==> config.mk <==
export PLATFORM = sky130hd
export DESIGN_NAME = int_logic_dispatch
export DESIGN_NICKNAME = d
export VERILOG_FILES = /design/src/rtl/int_logic_dispatch_pkg.sv /design/src/rtl/int_logic_dispatch_fifo.sv /design/src/rtl/int_logic_dispatch.sv
export SDC_FILE = /design/constraint.sdc
export NUM_CORES = 1
export LEC_CHECK = 0
export CAP_MARGIN = 30
export CORE_MARGIN = 5
export CORE_UTILIZATION = 54
export DETAILED_ROUTE_END_ITERATION = 8
export GPL_TIMING_DRIVEN = 1
export PLACE_DENSITY = 0.79
export REMOVE_ABC_BUFFERS = 1
export SLEW_MARGIN = 20
export SYNTH_ARGS = -nofsm -noshare
export SYNTH_HDL_FRONTEND = slang
export SYNTH_SLANG_ARGS = --single-unit
export TNS_END_PERCENT = 1
==> constraint.sdc <==
create_clock -name clk -period 3.97 [get_ports clk]
set_clock_uncertainty 0.15 [all_clocks]
set_input_delay 0.5955 -clock clk [delete_from_list [all_inputs] [get_ports clk]]
set_output_delay 0.5955 -clock clk [all_outputs]
set_load 0.05 [all_outputs]
==> src/rtl/int_logic_dispatch_pkg.sv <==
`default_nettype none
// ============================================================================
// int_pkg : shared types for the integer logic dispatch stage
// Revision: 1.0
// ============================================================================
package int_pkg;

    localparam int INT_DATA_W = 32;
    localparam int INT_TAG_W  = 4;

    typedef enum logic [1:0] {
        LOGIC_OR  = 2'd0,
        LOGIC_AND = 2'd1,
        LOGIC_SLT = 2'd2,
        LOGIC_NOP = 2'd3
    } logic_op_e;

    typedef enum logic [1:0] {
        IDLE  = 2'd0,
        ISSUE = 2'd1,
        WAIT  = 2'd2
    } disp_state_e;

    typedef struct packed {
        logic [INT_DATA_W-1:0] a;
        logic [INT_DATA_W-1:0] b;
        logic_op_e             ctrl;
        logic [INT_TAG_W-1:0]  tag;
    } logic_req_t;

endpackage
`default_nettype wire

==> src/rtl/int_logic_dispatch_fifo.sv <==
`default_nettype none
// ============================================================================
// int_logic_fifo : synchronous FIFO of logic_req_t, head is read combinationally
// Revision: 1.0
// ============================================================================
module int_logic_fifo
    import int_pkg::*;
#(
    parameter int DEPTH = 4
) (
    input  logic                   clk,
    input  logic                   rst_n,
    input  logic                   i_push,
    input  logic_req_t             i_data,
    input  logic                   i_pop,
    output logic_req_t             o_head,
    output logic                   o_full,
    output logic                   o_empty,
    output logic [$clog2(DEPTH):0] o_count
);

    localparam int              AW     = $clog2(DEPTH);
    localparam logic [AW:0]     C_FULL = (AW+1)'(DEPTH);
    localparam logic [AW:0]     C_ONE  = (AW+1)'(1);
    localparam logic [AW-1:0]   C_PONE = AW'(1);

    logic_req_t      r_mem [DEPTH];
    logic [AW-1:0]   r_wr_ptr;
    logic [AW-1:0]   r_rd_ptr;
    logic [AW:0]     r_count;
    logic            w_push;
    logic            w_pop;

    assign o_full  = (r_count == C_FULL);
    assign o_empty = (r_count == '0);
    assign o_count = r_count;
    assign o_head  = r_mem[r_rd_ptr];
    assign w_push  = i_push && !o_full;
    assign w_pop   = i_pop && !o_empty;

    // Pointers wrap naturally because DEPTH is a power of two.
    always_ff @(posedge clk or negedge rst_n) begin
        if (!rst_n) begin
            r_wr_ptr <= '0;
            r_rd_ptr <= '0;
            r_count  <= '0;
        end else begin
            if (w_push) r_wr_ptr <= r_wr_ptr + C_PONE;
            if (w_pop)  r_rd_ptr <= r_rd_ptr + C_PONE;
            if (w_push && !w_pop)      r_count <= r_count + C_ONE;
            else if (!w_push && w_pop) r_count <= r_count - C_ONE;
        end
    end

    always_ff @(posedge clk) begin
        if (w_push) r_mem[r_wr_ptr] <= i_data;
    end

endmodule
`default_nettype wire

==> src/rtl/int_logic_dispatch.sv <==
`default_nettype none
// ============================================================================
// int_logic_dispatch : buffers logic ops, issues them to the logic unit one at
// a time and returns tagged results on a valid/ready port.  Revision: 1.0
// ============================================================================
module int_logic_dispatch
    import int_pkg::*;
#(
    parameter int DATA_W  = INT_DATA_W,
    parameter int TAG_W   = INT_TAG_W,
    parameter int DEPTH   = 4,
    parameter int TIMEOUT = 15
) (
    input  logic              clk,
    input  logic              rst_n,
    input  logic              in_valid,
    output logic              in_ready,
    input  logic [DATA_W-1:0] in_a,
    input  logic [DATA_W-1:0] in_b,
    input  logic [1:0]        in_ctrl,
    input  logic [TAG_W-1:0]  in_tag,
    output logic              eu_ce,
    output logic [DATA_W-1:0] eu_a,
    output logic [DATA_W-1:0] eu_b,
    output logic [1:0]        eu_ctrl,
    input  logic              eu_ready,
    input  logic [DATA_W-1:0] eu_dout,
    input  logic              eu_done,
    output logic              out_valid,
    input  logic              out_ready,
    output logic [DATA_W-1:0] out_data,
    output logic [TAG_W-1:0]  out_tag,
    output logic              out_err
);

    localparam int            CW         = $clog2(DEPTH) + 1;
    localparam int            TW         = $clog2(TIMEOUT + 1);
    localparam logic [CW-1:0] C_FULL     = CW'(DEPTH);
    localparam logic [CW-1:0] C_ONE      = CW'(1);
    localparam logic [TW-1:0] C_TMO_LAST = TW'(TIMEOUT - 1);
    localparam logic [TW-1:0] C_TMO_ONE  = TW'(1);

    disp_state_e       r_state;
    logic [TW-1:0]     r_tmo;
    logic [TAG_W-1:0]  r_tag;
    logic_req_t        w_push_data;
    logic_req_t        w_head;
    logic              w_full;
    logic              w_empty;
    logic [CW-1:0]     w_count;
    logic [CW-1:0]     w_count_next;
    logic              w_push;
    logic              w_pop;
    logic              w_issue;

    assign w_push_data.a    = in_a;
    assign w_push_data.b    = in_b;
    assign w_push_data.ctrl = logic_op_e'(in_ctrl);
    assign w_push_data.tag  = in_tag;

    assign w_push  = in_valid && in_ready;
    assign w_pop   = (r_state == ISSUE);
    assign w_issue = (r_state == IDLE) && !w_empty && eu_ready && (!out_valid || out_ready);

    always_comb begin
        w_count_next = w_count;
        if (w_push && !w_pop)      w_count_next = w_count + C_ONE;
        else if (!w_push && w_pop) w_count_next = w_count - C_ONE;
    end

    int_logic_fifo #(
        .DEPTH (DEPTH)
    ) u_fifo (
        .clk     (clk),
        .rst_n   (rst_n),
        .i_push  (w_push),
        .i_data  (w_push_data),
        .i_pop   (w_pop),
        .o_head  (w_head),
        .o_full  (w_full),
        .o_empty (w_empty),
        .o_count (w_count)
    );

    // in_ready is registered from the next count so it reads 0 during reset.
    always_ff @(posedge clk or negedge rst_n) begin
        if (!rst_n) begin
            r_state   <= IDLE;
            r_tmo     <= '0;
            r_tag     <= '0;
            in_ready  <= 1'b0;
            eu_ce     <= 1'b0;
            eu_a      <= '0;
            eu_b      <= '0;
            eu_ctrl   <= '0;
            out_valid <= 1'b0;
            out_data  <= '0;
            out_tag   <= '0;
            out_err   <= 1'b0;
        end else begin
            in_ready <= (w_count_next != C_FULL);
            if (out_valid && out_ready) out_valid <= 1'b0;
            case (r_state)
                IDLE: begin
                    if (w_issue) begin
                        eu_ce   <= 1'b1;
                        eu_a    <= w_head.a;
                        eu_b    <= w_head.b;
                        eu_ctrl <= w_head.ctrl;
                        r_tag   <= w_head.tag;
                        r_state <= ISSUE;
                    end
                end
                ISSUE: begin
                    eu_ce   <= 1'b0;
                    r_tmo   <= '0;
                    r_state <= WAIT;
                end
                WAIT: begin
                    if (eu_done) begin
                        out_data  <= eu_dout;
                        out_tag   <= r_tag;
                        out_err   <= 1'b0;
                        out_valid <= 1'b1;
                        r_state   <= IDLE;
                    end else if (r_tmo == C_TMO_LAST) begin
                        out_data  <= '0;
                        out_tag   <= r_tag;
                        out_err   <= 1'b1;
                        out_valid <= 1'b1;
                        r_state   <= IDLE;
                    end else begin
                        r_tmo <= r_tmo + C_TMO_ONE;
                    end
                end
                default: r_state <= IDLE;
            endcase
        end
    end

    logic w_unused;
    assign w_unused = w_full;

endmodule
`default_nettype wire

[After elaboration in Yosys (flattened, before gate mapping)]
Memories as Yosys holds them, arrays and structs flattened. A register that Yosys moved wholly into a read port is not among the register bits.
Index checks and enable logic that the tools add are counted.
Operators by class
  magnitude comparators: 0
  multiplexer cells: 25
  $add $sub $neg: 5
  reductions and logical operators: 31
  divide/modulo/power cells: 0
  equal/unequal tests: 9
  bitwise operators: 0
  multipliers: 0
  shift operators: 0
Operators with widths (count)
  2-to-1 mux 32 bit: 2
  2-to-1 mux 4 bit: 4
  2-to-1 mux 3 bit: 4
  logical AND 1 bit: 11
  2-to-1 mux 1 bit: 9
  zero test 1 bit: 8
  case mux 4 bit (2 select lines): 1
  AND reduction 2 bit: 4
  nonzero test 2 bit: 4
  2-to-1 mux 2 bit: 3
  inequality test 2 bit (second input constant): 3
  inequality test 3 bit (second input constant): 2
  case mux 2 bit (3 select lines): 1
  adder 2 x 1 -> 2 bit (second input constant): 2
  adder 4 x 1 -> 4 bit (second input constant): 1
  == test 4 bit (second input constant): 1
  adder 3 x 1 -> 3 bit (second input constant): 1
  == test 3 bit (second input constant): 1
  zero test 3 bit: 1
  AND reduction 3 bit: 1
  subtractor 3 x 1 -> 3 bit (second input constant): 1
  == test 2 x 1 -> 1 bit (second input constant): 1
  == test 2 bit (second input constant): 1
  zero test 2 bit: 1
  other kinds (2): 2
Storage, ports and cells
  memories kept: 1
  bits in latches: 0
  bits of input ports: 108
  bits in writable memories: 280
  register bits after elaboration: 53
  memory bits (read-only): 0
  word-level logic and storage cells: 82
Memories
  u_fifo.r_mem: depth 4, bits a word 70, read ports 1, clocked after memory_dff 1, write ports 1, RTL line int_logic_dispatch_fifo.sv:27  | logic_req_t r_mem [DEPTH];

[Depth between registers and ports, before layout]
Gate-level depths: netlist of run 1.
  depth after elaboration: 7
  depth in mapped cells: 8
  mapped depth without buffers: 8

[Modules after synthesis]
From an unflattened synthesis of run 1, not the netlist that was laid out.
Unflattened totals
  cell total of the unflattened synthesis: 697
  area, all modules: 15372.2 um^2
By module, submodules not included
  int_logic_fifo: sequential area each 8583.2 um^2, cells an instance 402, area an instance 10601.4 um^2, times used 1
  int_logic_dispatch: sequential area each 2902.8 um^2, cells an instance 295, area an instance 4770.8 um^2, times used 1

[Least setup slack after synthesis of run 1]
OpenSTA, ideal clock, no wires.
  kind: flip-flop to flip-flop
  start point: register in_ready
  end point: memory u_fifo.r_mem[0][0] (netlist bit) (enable)
  arrival time: 2.819 ns
  path buffers: 0
  cell stages (with the launch flop): 4
  clock period less this slack: 3.405 ns
  data required time: 3.384 ns
  setup slack: 0.565 ns
  cell sequence: dfrtp_1 nand2_1 a21oi_1 and2_1
On the way
  word-level cells in the longest chain between the ends: 4
RTL lines
  start, declared: RTL line int_logic_dispatch.sv:17  | output logic in_ready,
  start signal, assigned: RTL line int_logic_dispatch.sv:101  | in_ready <= (w_count_next != C_FULL);
  logical AND 1 bit: RTL line int_logic_dispatch.sv:61  | assign w_push = in_valid && in_ready;
  logical AND 1 bit: RTL line int_logic_dispatch_fifo.sv:38  | assign w_push = i_push && !o_full;
  via u_fifo.w_push: RTL line int_logic_dispatch_fifo.sv:31  | logic w_push;
  2-to-1 mux 1 bit: RTL line int_logic_dispatch_fifo.sv:56  | if (w_push) r_mem[r_wr_ptr] <= i_data;
  2-to-1 mux 1 bit (implied by the code): RTL line int_logic_dispatch_fifo.sv:56
  end, declared: RTL line int_logic_dispatch_fifo.sv:27
The timed path passes the listed nets, and every way through them passes these cells.

[Worst setup path after layout of run 1]
  start point: register eu_a[5]
  end point: output port eu_a[5]
RTL lines
  start, declared: RTL line int_logic_dispatch.sv:23  | output logic [DATA_W-1:0] eu_a,
  start signal, assigned: RTL line int_logic_dispatch.sv:107  | eu_a <= w_head.a;
No word-level cell between the ends.

==> results.py, run 1 <==
metrics = {
    "power_and_ir_drop": {
        "switchingPower_mw": 5.691,
        "sw_frac_of_total": 0.3460,
        "leakagePower_nw": 6.803,
        "p_seq_frac": 0.385,
        "p_int_mw": 10.76,
        "ir_drop_mv": 0.7701,
        "cellPowerDensity_nw_per_um2": 865.3,
        "power_frac_comb": 0.372,
        "clkPwrFrac": 0.243,
        "p_total_mw": 16.45,
    },
    "synthesis": {
        "syn-cell-area_um2": 14990,
        "ys_warn_count": 0,
        "synth_cell_type_count": 35,
        "ys_ff_latch": 403,
        "synthFlopType": "edfxtp_1",
        "syn-mean-instance-area_um2": 21.91,
        "ys_seq_area_frac": 0.7664,
        "synth-async-reset-ratio": 0.3052,
        "synthCells": 684,
        "synth_edf_count": 280,
    },
    "drt": {
        "drcViolationCount": 0,
        "viasPerCell": 5.543,
        "drt_iter0_markers": 598,
        "wire_per_inst_um": 21.85,
        "ant_nets": 0,
        "via_count": 7405,
        "wl_um": 29190,
        "firstDrtPassIters": 5,
    },
    "sta": {
        "max_clock_freq_mhz": 391.8,
        "hold_violations": 0,
        "rsz0062_at_grt": "false",
        "min_period_ps": 2552,
        "relSlewSlack": 0.5592,
        "setup_viol": 0,
        "holdWs_ps": 351.7,
        "worstMarginPinSlew_ps": 661.2,
        "setup_tns_ps": 0,
        "slew_viol_final": 0,
        "post-route-period-util": 0.6429,
    },
    "cts": {
        "clk_pin_slew_ps": 60,
        "cts_buffers": 40,
        "clk_latency_ps": 530,
        "cts.repair.resized": 0,
        "cts_tree": "built",
        "clockBufferDepth": 3,
        "clock-sinks": 403,
        "ctsHtreeMaxLevel": 2,
        "clockRootBuffer": "clkbuf_16",
    },
    "worst_setup_path": {
        "cpMaxStageDelayCell": "clkdlybuf4s50_1",
        "cp-start-kind": "register",
        "critPathKind": "reg2out",
        "endpoint_kind": "output pin",
        "slowest_delay_ps": 860,
        "crit_buf_inv": 1,
        "crit_chain": "clkdlybuf4s50_1",
        "crit_family": "buffers and inverters",
        "cp.arrival_ps": 1810,
        "crit_required_ps": 3220,
        "crit_path_max_fanout": 2,
    },
    "final_layout": {
        "multiInputGateArea_um2": 3218,
        "finalNetCount": 1044,
        "drive_above_1_share": 0.2443,
        "regArea_um2": 11490,
        "syn_to_final_growth_pct": 26.84,
        "stdcell_count": 1336,
        "antenna_cells": 0,
        "nFillCells": 1730,
    },
    "grt": {
        "grt_pass1_vias": 7976,
        "grt_first_pass_wirelength_um": 45400,
        "grt_max_degree": 72,
        "overflow": 0,
        "grt_use_total": 0.1887,
        "antenna_found_initial": 3,
    },
    "placed_design": {
        "dp.cells": 1261,
        "gp_routability_congestion": 0.7143,
        "place_hpwl_um": 18310,
        "numPortBuffers": 213,
    },
    "floorplan": {
        "die_height_um": 176.6,
        "die_w_um": 176.6,
        "rows": 61,
        "boundaryPins": 214,
        "die_area_um2": 31190,
        "initial_utilization": 0.5424,
        "core_area_um2": 27630,
    },
    "run_status": {
        "status": "completed",
    },
    "job": {
        "maxCapViolCount": 0,
    },
    "min_path": {
        "min_path_type": "reg2reg",
    },
}
worst paths after layout:
path                                   startpoint            to  slack (ps)  cells past startpoint
worst max-delay path                      eu_a[5]       eu_a[5]        1420                      1
worst min-delay path                 out_data[11]  out_data[11]         350                      1
worst max register to register  u_fifo.o_count[0]      eu_b[30]        1460                      6
worst min register to register       out_data[11]  out_data[11]         350                      1
max in group asynchronous                   rst_n      eu_b[21]        2290                      3
min in group asynchronous                   rst_n  out_data[22]         500                      2
power groups by stage:
| stage | sequential (mW) | combinational (mW) | clock (mW) |
|---|---|---|---|
| 6_report | 6.34 | 6.12 | 3.99 |
| 5_1_grt | 6.49 | 6.45 | 4.26 |
| 4_1_cts | 6.36 | 6.21 | 4.07 |
| 3_5_place_dp | 6.42 | 6.16 | 0 |
| 3_3_place_gp | 6.45 | 6.00 | 0 |
| 2_1_floorplan | 8.30 | 2.23 | 0 |
flip-flops by register name, summed over array words and instances (netlist names), 3 cells and up:
register and count:
out_tag 4, eu_a 32, r_tmo 4, eu_b 32, out_data 32, u_fifo.r_mem 280
u_fifo.o_count 3, r_tag 4
placed cells by master (no fill, tap or decap), types with 3 or more instances in the layout:
cell,n
nor2_1,4
clkbuf_1,7
nand2b_1,3
clkinv_2,6
and2_4,4
o21ai_0,4
a22o_1,32
buf_4,10
mux2_2,70
inv_1,8
clkbuf_16,41
bufinv_16,8
ha_1,10
edfxtp_1,280
a21oi_1,3
nand2_1,8
clkdlybuf4s50_1,212
clkinv_1,6
mux4_2,70
xnor2_1,6
dfrtp_1,121
buf_12,6
nand3_1,4
mux2_4,5
metrics by stage:
step                      setup slack (ps)  utilization  instance area [um2]
after floorplan                     -46.60            -                14720
after detailed placement              1158       0.6359                17570
final                                 1418       0.6880                19010
after global routing                  1328       0.6880                19010
after global placement                1177       0.6350                17540
after CTS                             1395       0.6880                19010
area by class of cell:
type	instances	area share
sequential	403	0.6046
multi-input combinational	242	0.1693
timing repair buffer	231	0.1245
clock buffer	49	0.05608
tap	378	0.02488
clock inverter	25	0.01909
inverter	8	0.001580
cells by family after synthesis:
group                      Yosys count  share of synthesized area
AOI/OAI and AO/OA                   45                    0.02421
xor gates and xnor gates             8                   0.004675
adders and majority gates           10                   0.008349
buffers and inverters               39                    0.01954
DFF                                403                     0.7664
muxes                              147                     0.1641
and+or+nand+nor                     32                    0.01269
synth_stat cells (5+ instances only):
library cell    n  area (um2)
edfxtp_1      280        8408
dfrtp_1       123        3078
mux2_2         70       788.3
mux4_2         70        1577
a22o_1         32       280.3
ha_1           10       125.1
buf_6           9       101.4
clkbuf_1        8       30.03
inv_1           8       30.03
nand2_1         8       30.03
buf_2           7       35.03
clkbuf_8        7       96.34
xnor2_1         6       52.55
and2_1          5       31.28
mux2_4          5       75.07
routing by layer:
layer  GRT usage  share of wire  up-vias
met5           0         0.0012        -
met3     0.04968          0.077       54
met4     0.04255          0.020        6
met2      0.3077           0.48      287
met1      0.2612           0.42     3817
li1            -              -     3241
worst register-to-register path, delay by kind of cell (launching register included):
family | cells | cell delay (ps)
adders and majority gates | 1 | 180
buffers and inverters | 2 | 460
DFF | 1 | 430
muxes | 1 | 410
and+or+nand+nor | 2 | 770
timing repair:
item	CTS	global route
hold buffers	1	0
buffers inserted	0	0
hold endpoints to repair	69	0
(Power assumes the default switching activity.)
==> run 2: changes to the inputs <==
Clock period 3.97 ns to 2.45 ns, I/O delays scaled along.
==> run 2 against run 1 <==
Design area grew 0.38%; combinational power grew 67%; worst hold slack lost 170 ps.
==> results.py, run 2 (synthesized netlist as in run 1, its figures left out) <==
metrics = {
    "sta": {
        "setup_viol": 0,
        "relSlewSlack": 0.5953,
        "holdWs_ps": 177.3,
        "min_period_ps": 2289,
        "post-route-period-util": 0.9345,
        "max_clock_freq_mhz": 436.8,
        "worstMarginPinSlew_ps": 605.1,
        "slew_viol_final": 0,
        "hold_violations": 0,
        "rsz0062_at_grt": "false",
    },
    "power_and_ir_drop": {
        "switchingPower_mw": 9.196,
        "clkPwrFrac": 0.226,
        "sw_frac_of_total": 0.3495,
        "power_frac_comb": 0.388,
        "cellPowerDensity_nw_per_um2": 1379,
        "leakagePower_nw": 6.837,
        "p_seq_frac": 0.386,
        "ir_drop_mv": 0.7370,
        "p_int_mw": 17.11,
        "p_total_mw": 26.31,
    },
    "drt": {
        "firstDrtPassIters": 4,
        "drcViolationCount": 0,
        "drt_iter0_markers": 418,
        "viasPerCell": 5.526,
        "via_count": 7443,
        "wl_um": 29340,
        "ant_nets": 0,
        "wire_per_inst_um": 21.78,
    },
    "grt": {
        "grt_use_total": 0.1908,
        "grt_pass1_vias": 8024,
        "overflow": 0,
        "grt_max_degree": 58,
        "grt_first_pass_wirelength_um": 45870,
        "antenna_found_initial": 2,
    },
    "cts": {
        "clk_latency_ps": 520,
        "clockRootBuffer": "clkbuf_16",
        "cts.repair.resized": 0,
        "ctsHtreeMaxLevel": 2,
        "cts_buffers": 41,
        "post_cts_buffers": 0,
        "clock-sinks": 403,
        "cts_tree": "built",
        "clk_pin_slew_ps": 60,
        "clockBufferDepth": 3,
    },
    "final_layout": {
        "final_cell_mix": "edfxtp_1, clkdlybuf4s50_1, dfrtp_1",
        "syn_to_final_growth_pct": 27.32,
        "largest-register": "u_fifo.r_mem",
        "antenna_cells": 0,
        "finalNetCount": 1054,
        "final_common_cell": "edfxtp_1",
        "largest_reg_flops": 280,
        "stdcell_count": 1347,
        "drive_above_1_share": 0.2508,
        "post-route-util": 0.6906,
    },
    "worst_setup_path": {
        "cp-start-kind": "register",
        "cpMaxStageDelayCell": "clkdlybuf4s50_1",
        "critPathKind": "reg2out",
        "crit_required_ps": 1930,
        "cp.arrival_ps": 1770,
        "crit_family": "buffers and inverters",
        "endpoint_kind": "output pin",
        "crit_path_max_fanout": 2,
        "crit_chain": "clkdlybuf4s50_1",
        "crit_buf_inv": 1,
        "slowest_delay_ps": 840,
    },
    "floorplan": {
        "initial_utilization": 0.5424,
        "die_height_um": 176.6,
        "boundaryPins": 214,
        "core_area_um2": 27630,
        "die_w_um": 176.6,
        "die_area_um2": 31190,
        "rows": 61,
    },
    "job": {
        "maxCapViolCount": 0,
    },
    "placed_design": {
        "place_hpwl_um": 18560,
        "numPortBuffers": 213,
        "dp.cells": 1270,
        "gp_routability_congestion": 0.7203,
    },
    "min_path": {
        "min_path_type": "in2async",
    },
    "run_status": {
        "status": "completed",
    },
}
## run 2: cell types whose count changed in the layout (fill, tap and decap cells not counted), moves of 2 or more
cell       delta
clkbuf_1      +4
clkbuf_16     +2
clkinv_2      +4
clkinv_1      -2
bufinv_16     -6
buf_12       +12
inv_6         +2
buf_4         -2
## run 2: through the flow
stage	worst slack (ps)	TNS, ps	instance area [um2]
final	160.6	0	19080
after global routing	109.4	0	19080
after CTS	134.6	0	19080
after detailed placement	176.7	0	17770
after global placement	143.9	0	17770
after floorplan	-1567	-378330	14720
## run 2: worst reg2reg max path: stages (launching register included)
cell and delay [ps]:
dfrtp_1 430, inv_1 120, ha_1 160, or2b_2 340
nand4_4 130, buf_12 250, mux2_2 450
## run 2: power groups by stage
stage | registers (mW) | clock network (mW) | logic [mW]
2_1_floorplan | 13.4 | 0 | 3.57
3_3_place_gp | 10.2 | 0 | 10.2
3_5_place_dp | 10.3 | 0 | 10.3
4_1_cts | 10.2 | 6.09 | 10.4
5_1_grt | 10.4 | 6.39 | 10.8
6_report | 10.2 | 5.95 | 10.2
## run 2: final timing paths
path | startpoint | end | slack, ps | cells past startpoint
worst max-delay path | eu_b[7] | eu_b[7] | 160 | 1
worst min-delay path | rst_n | out_data[6] | 180 | 2
worst max register to register | u_fifo.o_count[0] | eu_b[7] | 300 | 6
worst min register to register | r_tag[1] | out_tag[1] | 350 | 1
max in group asynchronous | rst_n | eu_a[12] | 1330 | 3
min in group clk | eu_dout[16] | out_data[16] | 300 | 2
## run 2: cell type report
cell class | instances | area, um2
Clock buffer | 56 | 1145
Clock inverter | 20 | 157.7
Fill cell | 1736 | 8548
Inverter | 8 | 30.03
Multi-Input combinational cell | 242 | 3218
Sequential cell | 403 | 11490
Tap cell | 378 | 473.0
Timing Repair Buffer | 240 | 2564
## run 2: repair_timing
action | 4_1_cts | 5_1_grt
hold endpoints to repair | 30 | 0
endpoints found under the setup margin | 0 | 0
hold buffers | 1 | 0
## run 2: per-layer routing
layer | track usage | share of wire
met2 | 0.3075 | 0.48
met3 | 0.04647 | 0.077
met1 | 0.2709 | 0.42
met4 | 0.04223 | 0.016
met5 | 0 | 0.00092
==> edit (flow settings as in run 2) <==
Register the output `out_err` once more, with the module's reset; this adds one clock of latency there. The other outputs are not delayed to match.
--- a/src/rtl/int_logic_dispatch.sv
+++ b/src/rtl/int_logic_dispatch.sv
@@ -39,6 +39,8 @@
     localparam logic [CW-1:0] C_ONE      = CW'(1);
     localparam logic [TW-1:0] C_TMO_LAST = TW'(TIMEOUT - 1);
     localparam logic [TW-1:0] C_TMO_ONE  = TW'(1);
+
+    logic out_err_s0;
 
     disp_state_e       r_state;
     logic [TW-1:0]     r_tmo;
@@ -96,7 +98,7 @@
             out_valid <= 1'b0;
             out_data  <= '0;
             out_tag   <= '0;
-            out_err   <= 1'b0;
+            out_err_s0 <= 1'b0;
         end else begin
             in_ready <= (w_count_next != C_FULL);
             if (out_valid && out_ready) out_valid <= 1'b0;
@@ -120,13 +122,13 @@
                     if (eu_done) begin
                         out_data  <= eu_dout;
                         out_tag   <= r_tag;
-                        out_err   <= 1'b0;
+                        out_err_s0 <= 1'b0;
                         out_valid <= 1'b1;
                         r_state   <= IDLE;
                     end else if (r_tmo == C_TMO_LAST) begin
                         out_data  <= '0;
                         out_tag   <= r_tag;
-                        out_err   <= 1'b1;
+                        out_err_s0 <= 1'b1;
                         out_valid <= 1'b1;
                         r_state   <= IDLE;
                     end else begin
@@ -141,6 +143,14 @@
     logic w_unused;
     assign w_unused = w_full;
 
+    always_ff @(posedge clk or negedge rst_n) begin
+        if (!rst_n) begin
+            out_err <= '0;
+        end else begin
+            out_err <= out_err_s0;
+        end
+    end
+
 endmodule
 `default_nettype wire
 
Check against the original RTL: same outputs for any inputs over 4 cycles, from zero or initial values and one cycle with rst_n low; that may be too few to reach the edited logic, so the function may still have changed.
==> edit against run 2 <==
Final cell count is 0.15% lower; hold slack better by 26 ps; critical path depth stayed put; final area is 0.12% lower; fmax hardly changed; routed wire length is 4.4% higher; area after synthesis is 0.17% higher; clock power is 2% lower; sequential cell count is 1 higher; largest cell class unchanged; power hardly changed; setup slack worse by 1.6 ps.
==> edit: results (changes against run 2) <==
| Metric | Value |
|---|---|
| Combinational fraction of design power | `39.2% (+0.4 points)` |
| Power of the clock network | `5.83 mW (-2%)` |
| Critical Path Sink | `eu_b[6]` |
| Crit path from | `eu_b[6]` |
| Worst Hold Class | `in -> async` |
| CP max-delay cell | `clkdlybuf4s50_1` |
| CP max FO | `2 (unchanged)` |
| CTS root buf | `clkbuf_16` |
| Number of global-route vias before repair | `8,108 (+1.0%)` |
| GRT Resource Usage Total | `20.1% (+1.0 points)` |
| Comb. pwr | `around 10 mW` |
| Largest net degree at the start of global routing | `72 (+24%)` |
| Post-CTS Repair Setup Buffers | `0 (unchanged)` |
| Antenna fix cells | `0 (unchanged)` |
| Worst EP arrival | `1770 ps (about the same)` |
| Achievable frequency | `436 MHz (about the same)` |
| Main flop type after synthesis | `edfxtp_1` |
| Placer Congestion | `0.703 (-2.4%)` |
| Clock slew at reported path FFs | `60 ps (about the same)` |
| Sw Share | `35.1% (+0.16 points)` |
| Most flops, register | `u_fifo.r_mem` |
| Netlist cell types | `35 (unchanged)` |
| Cell count of the worst reg-to-reg path | `6 (unchanged)` |
| Vias/cell | `5.53 (about the same)` |
| Synth warn | `0 (unchanged)` |
| Buffer depth of the longest clock path | `3 (unchanged)` |
| Crit-path max cell delay | `840 ps (about the same)` |
| Reg-to-reg endpoint | `eu_a[13]` |
| DRT antenna net count | `0 (unchanged)` |
| Clk Latency, worst-skew pair | `520 ps (about the same)` |
| Port bufs | `213 (unchanged)` |
| Synth area leaders | `edfxtp_1, dfrtp_1, mux4_2, mux2_2, a22o_1` |
| P_leak | `6.82 nW (-0.26%)` |
| Max reg flops | `280 (unchanged)` |
| Post-place setup slack | `229 ps (+52.5 ps)` |
| Post-DP Area | `17,800 um^2 (about the same)` |
| Worst r2r src | `u_fifo.o_count[0]` |
| Status | `complete, no violations` |
| First-pass GRT wire length | `47.9 mm (+4.5%)` |
| Register area share after synthesis | `76.7% (about the same)` |
| Relative slew slack | `59.1% (-0.39 points)` |
| Initial DRT Pass Iterations | `4 (unchanged)` |
| R2R Setup Slk | `280 ps (-20 ps)` |
| Fraction of layout cells with a size suffix above 1 | `24.2% (-0.88 points)` |
| Iter 0 DRT Violations | `441 (+5.5%)` |
| H-Tree Depth | `2 (unchanged)` |
| TritonCTS buffer count | `41 (unchanged)` |
| Layout Nets | `1,053 (-0.095%)` |
| Worst VDD drop | `0.932 mV (+27%)` |
| Avg WL per Cell | `22.8 um (+4.6%)` |
| Ys async rst share | `30.7% (+0.17 points)` |
| CP top delay family | `buffers and inverters` |
| Synth cell count leaders | `edfxtp_1, dfrtp_1, mux2_2, mux4_2, a22o_1` |
| Initial antenna violation count | `3 (+1)` |
| Hpwl dp | `19.2 mm (+3.2%)` |
| Max Cap Violations | `0 (unchanged)` |
| Post-synth EDFFs | `280 (unchanged)` |
[edit: routing by layer]
| metal | vias up | GRT usage [%] | share of wire [%] |
|---|---|---|---|
| met2 | 292 | 33.0 | 49 |
| met4 | 6 | 4.38 | 1.6 |
| li1 | 3251 | - | - |
| met3 | 49 | 5.43 | 7.9 |
| met1 | 3839 | 27.6 | 41 |
| met5 | - | 0 | 0.13 |
[edit: area by class of cell]
type | instances | area (um^2)
Inverter | 8 | 30.0
Tap cell | 378 | 473
Sequential cell | 404 | 11500
Fill cell | 1743 | 8570
Clock inverter | 9 | 78.8
Timing Repair Buffer | 238 | 2550
Multi-Input combinational cell | 242 | 3220
Clock buffer | 66 | 1190
[edit: how the worst min path moves through the flow]
stage          startpoint      endpoint  slack, ps  cells after the start
4_1_cts             rst_n   out_data[2]        210                      2
2_1_floorplan       rst_n       eu_a[0]        -80                      0
5_1_grt             rst_n  out_data[27]        240                      2
3_5_place_dp        rst_n   out_data[2]        200                      1
6_report            rst_n  out_data[27]        200                      2
3_3_place_gp        rst_n  out_data[23]        200                      1
[edit: metrics by stage]
step | util, % | std cells
6_report | 69.0 | 1345
5_1_grt | 69.0 | 1345
4_1_cts | 69.0 | 1345
3_5_place_dp | 64.3 | 1269
3_3_place_gp | 64.3 | 1269
2_1_floorplan | - | 654
[edit: repair_timing]
item                       CTS  global route
gates resized for setup      0             0
hold endpoints to repair    42             0
setup endpoints to repair    0             0
hold buffers                 1             0
[edit: cells by family after synthesis]
logic type | Yosys count | synth area share (%)
buffers and inverters | 39 | 1.95
muxes | 147 | 16.4
xor gates and xnor gates | 8 | 0.467
and+or+nand+nor | 32 | 1.27
DFF | 404 | 76.7
adders and majority gates | 10 | 0.833
AOI/OAI and AO/OA | 45 | 2.42
